===== src/rtl/trng_pkg.sv =====
// Shared definitions for the TRNG word reader: FSM state encoding and parameter defaults.
package trng_pkg;

    localparam int WORD_BYTES_DEF = 4;
    localparam int TIMEOUT_DEF    = 255;
    localparam int REP_LIMIT_DEF  = 4;

    typedef enum logic [2:0] {
        ST_IDLE = 3'd0,
        ST_ARM  = 3'd1,
        ST_WAIT = 3'd2,
        ST_CAPT = 3'd3,
        ST_OUT  = 3'd4
    } state_t;

    // Width of the byte-slot counter: ceil(log2(n)) + 1.
    function automatic int byte_cnt_width(input int n);
        return $clog2(n) + 1;
    endfunction

endpackage


===== src/rtl/trng_reader_if.sv =====
// Generator and word-output signals of trng_reader; slave is the reader, master the surrounding logic.
interface trng_reader_if #(
    parameter int WORD_BYTES = trng_pkg::WORD_BYTES_DEF
);
    logic                    req;
    logic                    trn_start;
    logic [7:0]              trn_data;
    logic                    trn_done;
    logic [8*WORD_BYTES-1:0] word;
    logic                    word_valid;
    logic                    word_ready;
    logic                    busy;
    logic                    err_timeout;
    logic                    health_fail;

    modport slave (
        input  req, trn_data, trn_done, word_ready,
        output trn_start, word, word_valid, busy, err_timeout, health_fail
    );

    modport master (
        output req, trn_data, trn_done, word_ready,
        input  trn_start, word, word_valid, busy, err_timeout, health_fail
    );
endinterface


===== src/rtl/trng_rct.sv =====
// Repetition-count health test: flags a run of REP_LIMIT identical consecutive captured bytes.
module trng_rct
    import trng_pkg::*;
#(
    parameter int REP_LIMIT = REP_LIMIT_DEF
) (
    input  logic       clk,
    input  logic       reset,
    input  logic       i_valid,
    input  logic [7:0] i_data,
    output logic       o_fail
);

    localparam logic [4:0] LIMIT = 5'(REP_LIMIT);

    logic [7:0] r_prev;
    logic [3:0] r_run;
    logic       r_have;
    logic       r_fail;
    logic [4:0] w_run_inc;
    logic       w_repeat;

    assign w_run_inc = {1'b0, r_run} + 5'd1;
    assign w_repeat  = r_have && (i_data == r_prev);

    always_ff @(posedge clk or posedge reset) begin
        if (reset) begin
            r_prev <= 8'd0;
            r_run  <= 4'd0;
            r_have <= 1'b0;
            r_fail <= 1'b0;
        end else if (i_valid) begin
            r_prev <= i_data;
            r_have <= 1'b1;
            if (w_repeat) begin
                // Saturate at the limit so a long run cannot wrap the counter.
                if (w_run_inc <= LIMIT) begin
                    r_run <= w_run_inc[3:0];
                end
                if (w_run_inc >= LIMIT) begin
                    r_fail <= 1'b1;
                end
            end else begin
                r_run <= 4'd1;
            end
        end
    end

    assign o_fail = r_fail;

endmodule


===== src/rtl/trng_reader.sv =====
// Collects WORD_BYTES generator bytes into a word with request timeout and optional health test.
// Define TRNG_READER_HEALTH_EN to compile in the repetition-count test (trng_rct).
module trng_reader
    import trng_pkg::*;
#(
    parameter int WORD_BYTES = WORD_BYTES_DEF,
    parameter int TIMEOUT    = TIMEOUT_DEF,
    parameter int REP_LIMIT  = REP_LIMIT_DEF
) (
    input  logic         clk,
    input  logic         reset,
    trng_reader_if.slave bus
);

    localparam int                  CNT_W     = byte_cnt_width(WORD_BYTES);
    localparam logic [CNT_W-1:0]    LAST_SLOT = CNT_W'(WORD_BYTES - 1);
    localparam logic [15:0]         TMO_LAST  = 16'(TIMEOUT - 1);

    if (WORD_BYTES < 1 || WORD_BYTES > 8) begin : g_bad_word_bytes
        $error("trng_reader: WORD_BYTES must be 1..8");
    end
    if (TIMEOUT < 1 || TIMEOUT > 65535) begin : g_bad_timeout
        $error("trng_reader: TIMEOUT must be 1..65535");
    end
    if (REP_LIMIT < 2 || REP_LIMIT > 15) begin : g_bad_rep_limit
        $error("trng_reader: REP_LIMIT must be 2..15");
    end

    state_t                  r_state;
    state_t                  w_state_next;
    logic [CNT_W-1:0]        r_byte_cnt;
    logic [15:0]             r_tmo_cnt;
    logic [7:0]              r_sample;
    logic [8*WORD_BYTES-1:0] r_acc;
    logic [8*WORD_BYTES-1:0] r_word;
    logic [8*WORD_BYTES-1:0] w_acc_next;
    logic                    r_err_timeout;
    logic                    w_trn_start;
    logic                    w_timeout;
    logic                    w_last_slot;
    logic                    w_health_fail;

    assign w_last_slot = (r_byte_cnt == LAST_SLOT);

    always_ff @(posedge clk or posedge reset) begin
        if (reset) begin
            r_state <= ST_IDLE;
        end else begin
            r_state <= w_state_next;
        end
    end

    always_comb begin
        w_state_next = r_state;
        w_trn_start  = 1'b0;
        w_timeout    = 1'b0;
        case (r_state)
            ST_IDLE: begin
                if (bus.req) begin
                    w_state_next = ST_ARM;
                end
            end
            ST_ARM: begin
                // A generator still holding done from the last byte must drop it first.
                if (!bus.trn_done) begin
                    w_trn_start  = 1'b1;
                    w_state_next = ST_WAIT;
                end
            end
            ST_WAIT: begin
                if (bus.trn_done) begin
                    w_state_next = ST_CAPT;
                end else if (r_tmo_cnt == TMO_LAST) begin
                    w_timeout    = 1'b1;
                    w_state_next = ST_ARM;
                end
            end
            ST_CAPT: begin
                w_state_next = w_last_slot ? ST_OUT : ST_ARM;
            end
            ST_OUT: begin
                if (bus.word_ready) begin
                    w_state_next = bus.req ? ST_ARM : ST_IDLE;
                end
            end
            default: begin
                w_state_next = ST_IDLE;
            end
        endcase
    end

    // Merge the held sample into its slot of the accumulator.
    for (genvar gi = 0; gi < WORD_BYTES; gi++) begin : g_slot
        assign w_acc_next[8*gi +: 8] = (r_byte_cnt == CNT_W'(gi)) ? r_sample : r_acc[8*gi +: 8];
    end

    always_ff @(posedge clk or posedge reset) begin
        if (reset) begin
            r_byte_cnt    <= '0;
            r_tmo_cnt     <= 16'd0;
            r_sample      <= 8'd0;
            r_acc         <= '0;
            r_word        <= '0;
            r_err_timeout <= 1'b0;
        end else begin
            if (r_state == ST_WAIT && !bus.trn_done && !w_timeout) begin
                r_tmo_cnt <= r_tmo_cnt + 16'd1;
            end else begin
                r_tmo_cnt <= 16'd0;
            end

            if (r_state == ST_WAIT && bus.trn_done) begin
                r_sample <= bus.trn_data;
            end

            if (w_timeout) begin
                r_err_timeout <= 1'b1;
            end

            // The output word only changes when a complete word has been assembled.
            if (r_state == ST_CAPT) begin
                r_acc <= w_acc_next;
                if (w_last_slot) begin
                    r_byte_cnt <= '0;
                    r_word     <= w_acc_next;
                end else begin
                    r_byte_cnt <= r_byte_cnt + CNT_W'(1);
                end
            end
        end
    end

`ifdef TRNG_READER_HEALTH_EN
    trng_rct #(
        .REP_LIMIT (REP_LIMIT)
    ) u_rct (
        .clk     (clk),
        .reset   (reset),
        .i_valid (r_state == ST_CAPT),
        .i_data  (r_sample),
        .o_fail  (w_health_fail)
    );
`else
    assign w_health_fail = 1'b0;
`endif

    assign bus.trn_start   = w_trn_start;
    assign bus.word        = r_word;
    assign bus.word_valid  = (r_state == ST_OUT);
    assign bus.busy        = (r_state != ST_IDLE);
    assign bus.err_timeout = r_err_timeout;
    assign bus.health_fail = w_health_fail;

endmodule


===== src/flat_wrapper.sv =====
// flat-port wrapper written by rule: the top's interface ports become plain ports
module trng_reader_flat import trng_pkg::*;
#(
    parameter int WORD_BYTES = WORD_BYTES_DEF,
    parameter int TIMEOUT    = TIMEOUT_DEF,
    parameter int REP_LIMIT  = REP_LIMIT_DEF
)
  (clk, reset, bus_req, bus_trn_data, bus_trn_done, bus_word_ready, bus_trn_start, bus_word, bus_word_valid, bus_busy, bus_err_timeout, bus_health_fail);
  trng_reader_if #(.WORD_BYTES(WORD_BYTES)) bus_i ();
  input  logic clk;
  input  logic reset;
  input wire logic [$bits(bus_i.req)-1:0] bus_req;
  input wire logic [$bits(bus_i.trn_data)-1:0] bus_trn_data;
  input wire logic [$bits(bus_i.trn_done)-1:0] bus_trn_done;
  input wire logic [$bits(bus_i.word_ready)-1:0] bus_word_ready;
  output wire logic [$bits(bus_i.trn_start)-1:0] bus_trn_start;
  output wire logic [$bits(bus_i.word)-1:0] bus_word;
  output wire logic [$bits(bus_i.word_valid)-1:0] bus_word_valid;
  output wire logic [$bits(bus_i.busy)-1:0] bus_busy;
  output wire logic [$bits(bus_i.err_timeout)-1:0] bus_err_timeout;
  output wire logic [$bits(bus_i.health_fail)-1:0] bus_health_fail;
  assign bus_i.req = bus_req;
  assign bus_i.trn_data = bus_trn_data;
  assign bus_i.trn_done = bus_trn_done;
  assign bus_i.word_ready = bus_word_ready;
  assign bus_trn_start = bus_i.trn_start;
  assign bus_word = bus_i.word;
  assign bus_word_valid = bus_i.word_valid;
  assign bus_busy = bus_i.busy;
  assign bus_err_timeout = bus_i.err_timeout;
  assign bus_health_fail = bus_i.health_fail;
  trng_reader #(.WORD_BYTES(WORD_BYTES), .TIMEOUT(TIMEOUT), .REP_LIMIT(REP_LIMIT)) u_core (.clk(clk), .reset(reset), .bus(bus_i));
endmodule

===== config.mk =====
export PLATFORM = sky130hd
export DESIGN_NAME = trng_reader_flat
export DESIGN_NICKNAME = d
export VERILOG_FILES = /design/src/rtl/trng_pkg.sv /design/src/rtl/trng_reader_if.sv /design/src/rtl/trng_rct.sv /design/src/rtl/trng_reader.sv /design/src/flat_wrapper.sv
export SDC_FILE = /design/constraint.sdc
export NUM_CORES = 1
export LEC_CHECK = 0
export ABC_AREA = 1
export CAP_MARGIN = 15
export CORE_AREA = 2 2 97 90
export DETAILED_ROUTE_END_ITERATION = 8
export DIE_AREA = 0 0 99 92
export HOLD_SLACK_MARGIN = 0.06
export PLACE_DENSITY = 0.78
export SYNTH_ARGS = -nofsm -noshare
export SYNTH_HDL_FRONTEND = slang
export SYNTH_HIERARCHICAL = 1
export SYNTH_SLANG_ARGS = --single-unit

===== constraint.sdc =====
create_clock -name clk -period 3.27 [get_ports clk]
set_input_delay 0.654 -clock clk [delete_from_list [all_inputs] [get_ports clk]]
set_output_delay 0.654 -clock clk [all_outputs]
set_load 0.005 [all_outputs]

==> flow_summary.json, run 1 <==
{
  "grt_pass1_wl_mm": 14.6,
  "ant_nets": 0,
  "cap_viol_max_count": 0,
  "cp-start-kind": "input pin",
  "hold_viol": 0,
  "core_area_um2": 8210,
  "syn_inst": 475,
  "fin_crit_sh": 0.748,
  "synth_top_area_share": 0.550,
  "setup_viol": 0,
  "ys_top_cells_by_count": "nand2_1 (187), dfrtp_1 (87), nor2_1 (46), inv_1 (27), o21ai_0 (27)",
  "powerDensity_nw_per_um2": 847,
  "end_kind": "primary output",
  "skew_ns": 0.00857,
  "leakagePower_nw": 2.30,
  "cts_sinks": 87,
  "max_freq_mhz": 409,
  "post-route-drc-count": 0,
  "postPlaceCellArea_um2": 4480,
  "seq_area_um2": 2180,
  "clkTransAtPathRegs_ns": 0.09,
  "yosysMostFrequentCell": "nand2_1",
  "ys_ff_latch": 87,
  "cts_tree": "built",
  "synth_area_per_cell_um2": 8.33,
  "ys_seq_area_frac": 0.550,
  "yosys.area.top_type": "dfrtp_1",
  "area_growth_pct": 19.9,
  "rsz0062_at_grt": "false",
  "critPathTopFamily": "buffers and inverters",
  "die_w_um": 99,
  "io_pins": 50,
  "htreeDepth": 3,
  "dp_hpwl_mm": 5.81,
  "nFillCells": 726,
  "synthTopCellsByArea": "dfrtp_1 (55%), nand2_1 (18%), nor2_1 (4.4%)",
  "syn_area_um2": 3960,
  "design_area_um2": 4740,
  "numPlacedInstances": 611,
  "syn-num-nets": 494,
  "cts_resized": 0,
  "die-area_um2": 9110,
  "drt_wl_total_mm": 8.55,
  "clk-insertion-delay-late_ns": 0.36,
  "drtIter0Drc": 199,
  "crit_type": "input pin to primary output",
  "ctsRootBufferMaster": "clkbuf_8",
  "synth_warnings": 6,
  "initial_core_util": 0.482,
  "place_congestion": 0.888,
  "antenna_found_initial": 0,
  "numCtsBuffers": 9,
  "worst_slew_pin_slew_ns": 0.665,
  "cpMaxStageDelayCell": "clkdlybuf4s50_1",
  "wl_per_cell_um": 13.6,
  "grt_usage": 0.203,
  "required_ns": 2.62,
  "instances_no_fill": 627,
  "worstPathArrival_ns": 1.79,
  "synth_flop_cell": "dfrtp_1",
  "rows": 32,
  "hp-class": "flop to flop",
  "synth_edf_count": 0,
  "cts_hold_buf": 0,
  "cp_max_fo": 4,
  "slew_violations": 0,
  "async_reset_ff_frac": 1.00,
  "hold_slack_ns": 0.473,
  "outcome": "finished clean",
  "dieHeight_um": 92,
  "via_per_inst": 5.13,
  "cp_common_cell": "clkdlybuf4s50_1",
  "postCtsSetupBuffers": 0,
  "drive_gt1_frac": 0.0590,
  "slowest_delay_ns": 0.51,
  "vdd_drop_max_mv": 0.428,
  "port_buffers": 48,
  "period_needed_ns": 2.45,
  "crit_buf_inv": 2,
  "yosysUniqueCellTypes": 30,
  "drtPass1Iterations": 4,
  "tns_ns": 0,
  "grt_overflow": 0,
  "clk_path_buf_depth": 2,
  "grt_start_max_net_pins": 44,
  "fin_nets": 539,
  "relSlewSlack": 0.556,
  "crit_path_cell_trace": "clkdlybuf4s50_1 -> nor2_1 -> clkdlybuf4s50_1",
  "first_global_vias": 3309,
  "multi_input_area_um2": 1540,
  "route.vias.total": 3218,
  "diodes": 0
}
## worst register-to-register path, stage by stage (launching register included)
cell and delay (ns):
dfrtp_1 0.41, inv_1 0.16, nand3_4 0.34, clkinv_2 0.44, nand2_1 0.15, nand2_1 0.10, nand3_1 0.08, nand2_1 0.08
## placed cells by master, fill, tap and decap left out, types with 2 or more instances in the layout
cell type and count:
nand2_1 187, xnor2_1 3, dfrtp_1 87, bufinv_16 4, inv_1 26, clkdlybuf4s50_1 48, o21ai_1 23, ha_1 6
nand3_1 12, nor2_1 46, nand4_1 3, xor2_1 5, a21oi_1 11, nor3_1 5, clkinv_2 3, inv_2 2
o21ai_0 27, clkbuf_8 9, nand3b_1 2, buf_4 2, nor2_2 3
## cell families after synthesis
group	count (synthesis)	synth area share
DFF	87	0.550
other	1	0.000948
AOI/OAI and AO/OA	62	0.0794
and+or+nand+nor	264	0.273
buffers and inverters	47	0.0601
adders and majority gates	6	0.0190
xor gates and xnor gates	8	0.0177
## per-stage QoR
step / worst slack, ns / utilization / power, mW
3_5_place_dp: 0.819 / 0.545 / 3.05
4_1_cts: 0.811 / 0.578 / 4.04
2_1_floorplan: 0.366 / - / 2.48
6_report: 0.824 / 0.578 / 4.02
5_1_grt: 0.749 / 0.578 / 4.32
3_3_place_gp: 0.838 / 0.545 / 2.98
## worst paths after layout
| kind | cells after the start | to | slack, ns | from |
|---|---|---|---|---|
| max | 3 | bus_trn_start | 0.82 | bus_trn_done |
| min | 1 | u_core/bus.err_timeout$_DFFE_PP0P_ | 0.47 | u_core/bus.err_timeout$_DFFE_PP0P_ |
| max reg2reg | 7 | u_core/r_state[0]$_DFFE_PP0P_ | 1.44 | u_core/r_state[2]$_DFFE_PP0P_ |
| min reg2reg | 1 | u_core/bus.err_timeout$_DFFE_PP0P_ | 0.47 | u_core/bus.err_timeout$_DFFE_PP0P_ |
| max in group asynchronous | 4 | u_core/r_tmo_cnt[2]$_DFF_PP0_ | 1.75 | reset |
| min in group asynchronous | 2 | u_core/bus.word[10]$_DFFE_PP0N_ | 0.68 | reset |
## state kept, by name, indices dropped and copies added (netlist names)
signal and cells:
u_core/bus.err_timeout 1, u_core/bus.word 32, u_core/r_acc 24, u_core/r_byte_cnt 3
u_core/r_sample 8, u_core/r_state 3, u_core/r_tmo_cnt 16
## metal layers
metal  track usage  up-vias  share of wire
met5             0        -              0
met4        0.0913        0          0.022
met3        0.0526       15          0.045
met2         0.336       60           0.50
met1         0.251     1567           0.44
li1              -     1576              -
## power breakdown
group          leakage [nW]  switching, mW  internal [mW]
clock network         0.134          0.391          0.587
registers              1.13          0.218           1.43
logic                  1.04          0.787          0.603
## layout make-up
type,instances,area share
clock buffer,9,0.0261
clock inverter,7,0.0301
inverter,30,0.0243
multi-input combinational,341,0.325
sequential,87,0.459
tap,102,0.0269
timing repair buffer,51,0.109
(Power assumes the default switching activity.)
==> run 2, diff against run 1 <==
--- a/config.mk
+++ b/config.mk
@@ -7,11 +7,11 @@
 export LEC_CHECK = 0
 export ABC_AREA = 1
 export CAP_MARGIN = 15
-export CORE_AREA = 2 2 97 90
+export CORE_AREA = 2 2 98 91
 export DETAILED_ROUTE_END_ITERATION = 8
-export DIE_AREA = 0 0 99 92
+export DIE_AREA = 0 0 100 93
 export HOLD_SLACK_MARGIN = 0.06
-export PLACE_DENSITY = 0.78
+export PLACE_DENSITY = 0.79
 export SYNTH_ARGS = -nofsm -noshare
 export SYNTH_HDL_FRONTEND = slang
 export SYNTH_HIERARCHICAL = 1
==> constraint.sdc (replaced) <==
create_clock -name clk -period 2 [get_ports clk]
set_input_delay 0.4 -clock clk [delete_from_list [all_inputs] [get_ports clk]]
set_output_delay 0.4 -clock clk [all_outputs]
set_load 0.005 [all_outputs]
==> flow_summary.json, run 2 (synthesis results as in run 1) <==
{
  "outcome": "finished clean",
  "final_common_cell": "nand2_1",
  "dieHeight_um": 93,
  "r2r_start": "u_core/r_tmo_cnt[0]$_DFF_PP0_",
  "cpMaxStageDelayCell": "dfrtp_2",
  "core_area_um2": 8330,
  "die-area_um2": 9300,
  "ctsRootBufferMaster": "clkbuf_8",
  "drt_wl_total_mm": 8.59,
  "hp-class": "input pin to asynchronous set/reset pin",
  "port_buffers": 48,
  "final_cell_mix": "nand2_1 (187), dfrtp_1 (85), clkdlybuf4s50_1 (46), nor2_1 (46), o21ai_0 (27)",
  "cp_max_fo": 6,
  "area_growth_pct": 20.9,
  "vdd_drop_max_mv": 0.703,
  "total_power_mw": 6.38,
  "powerDensity_nw_per_um2": 1330,
  "clk_path_buf_depth": 2,
  "leakagePower_nw": 2.33,
  "period_needed_ns": 1.89,
  "grt_usage": 0.194,
  "crit_path_cell_trace": "nor2_4 -> nand2_1 -> clkdlybuf4s50_1",
  "cts_tree": "built",
  "slew_violations": 0,
  "rsz0062_at_grt": "false",
  "tns_ns": 0,
  "drtPass1Iterations": 5,
  "fin_nets": 546,
  "cts_sinks": 87,
  "required_ns": 1.60,
  "clk-insertion-delay-late_ns": 0.35,
  "rows": 32,
  "worstPathArrival_ns": 1.49,
  "clkTransAtPathRegs_ns": 0.08,
  "slowest_delay_ns": 0.48,
  "finish.utilization": 0.574,
  "fin_crit_sh": 0.946,
  "hold_viol": 0,
  "instances_no_fill": 634,
  "cp-start-kind": "flop",
  "antenna_found_initial": 0,
  "via_per_inst": 5.10,
  "startpoint": "u_core/r_state[0]$_DFFE_PP0P_",
  "critPathTopFamily": "flip-flops",
  "numPlacedInstances": 615,
  "crit_buf_inv": 1,
  "max_freq_mhz": 528,
  "crit_type": "flop to primary output",
  "nFillCells": 755,
  "post-route-drc-count": 0,
  "place_congestion": 0.894,
  "initial_core_util": 0.475,
  "route.vias.total": 3236,
  "die_w_um": 100,
  "diodes": 0,
  "grt_pass1_wl_mm": 14.5,
  "grt_overflow": 0,
  "skew_ns": 0.00753,
  "ant_nets": 0,
  "drive_gt1_frac": 0.0789,
  "end_kind": "primary output",
  "largest_reg_flops": 32,
  "drtIter0Drc": 184,
  "cap_viol_max_count": 0,
  "io_pins": 50,
  "first_global_vias": 3169,
  "dp_hpwl_mm": 5.91,
  "grt_start_max_net_pins": 56,
  "hold_slack_ns": 0.349,
  "setup_viol": 0,
  "numCtsBuffers": 9,
  "wl_per_cell_um": 13.6,
  "htreeDepth": 3
}
-- run 2: changes by cell type in the layout (fill, tap and decap cells not counted), sizes merged, moves of 2 or more --
| cell | change |
|---|---|
| clkinvlp | +3 |
| bufinv | -2 |
| clkdlybuf4s50 | -2 |
| buf | +7 |
-- run 2: worst paths after layout --
path / endpoint / slack, ns / cells past startpoint
max: bus_busy / 0.11 / 3
min: u_core/bus.word[19]$_DFFE_PP0N_ / 0.35 / 2
max reg2reg: u_core/r_state[1]$_DFFE_PP0P_ / 0.33 / 10
min reg2reg: u_core/bus.err_timeout$_DFFE_PP0P_ / 0.47 / 1
max in group asynchronous: u_core/r_state[0]$_DFFE_PP0P_ / 1.07 / 3
min in group clk: u_core/bus.err_timeout$_DFFE_PP0P_ / 0.47 / 1
-- run 2: stage by stage --
stage | setup slack (ns) | area (um^2)
2_1_floorplan | 0.592 | 3960
3_3_place_gp | 0.177 | 4530
3_5_place_dp | 0.148 | 4530
6_report | 0.108 | 4780
5_1_grt | 0.0116 | 4780
4_1_cts | 0.0228 | 4770
-- run 2: final cells by class --
class,count,area (um^2),share of cell area
multi-input cells,341,1550,0.324
clock inverters,6,85.1,0.0178
flip-flops and latches,87,2180,0.456
repair buffers,58,594,0.124
well taps,102,128,0.0267
inverters,30,118,0.0246
clock buffers,10,128,0.0267
-- run 2: repair_timing --
action,in CTS,in global routing
hold buffers,0,0
resized for setup,6,2
endpoints found under the setup margin,1,2
buffers inserted,2,1
-- run 2: power by group --
part	internal, mW	switching, mW	total, mW
registers	2.34	0.354	2.70
clock network	0.699	0.603	1.30
logic	1.07	1.31	2.38
total	4.11	2.27	6.38
-- run 2: routing by layer --
layer / GRT usage / wire length, um / vias up
li1: - / - / 1592
met1: 0.246 / 3700 / 1552
met2: 0.334 / 4360 / 83
met3: 0.0531 / 432 / 9
met4: 0.0468 / 97 / 0
met5: 0 / 0 / -
-- run 2: worst register-to-register path: stages, from the launching register on --
cell and delay [ns]:
dfrtp_1 0.43, inv_1 0.10, ha_1 0.16, inv_1 0.04
nor2_1 0.08, nand2_1 0.07, nor2_1 0.15, nand2_1 0.08
nand2_2 0.29, nand3_1 0.12, nand2_1 0.07
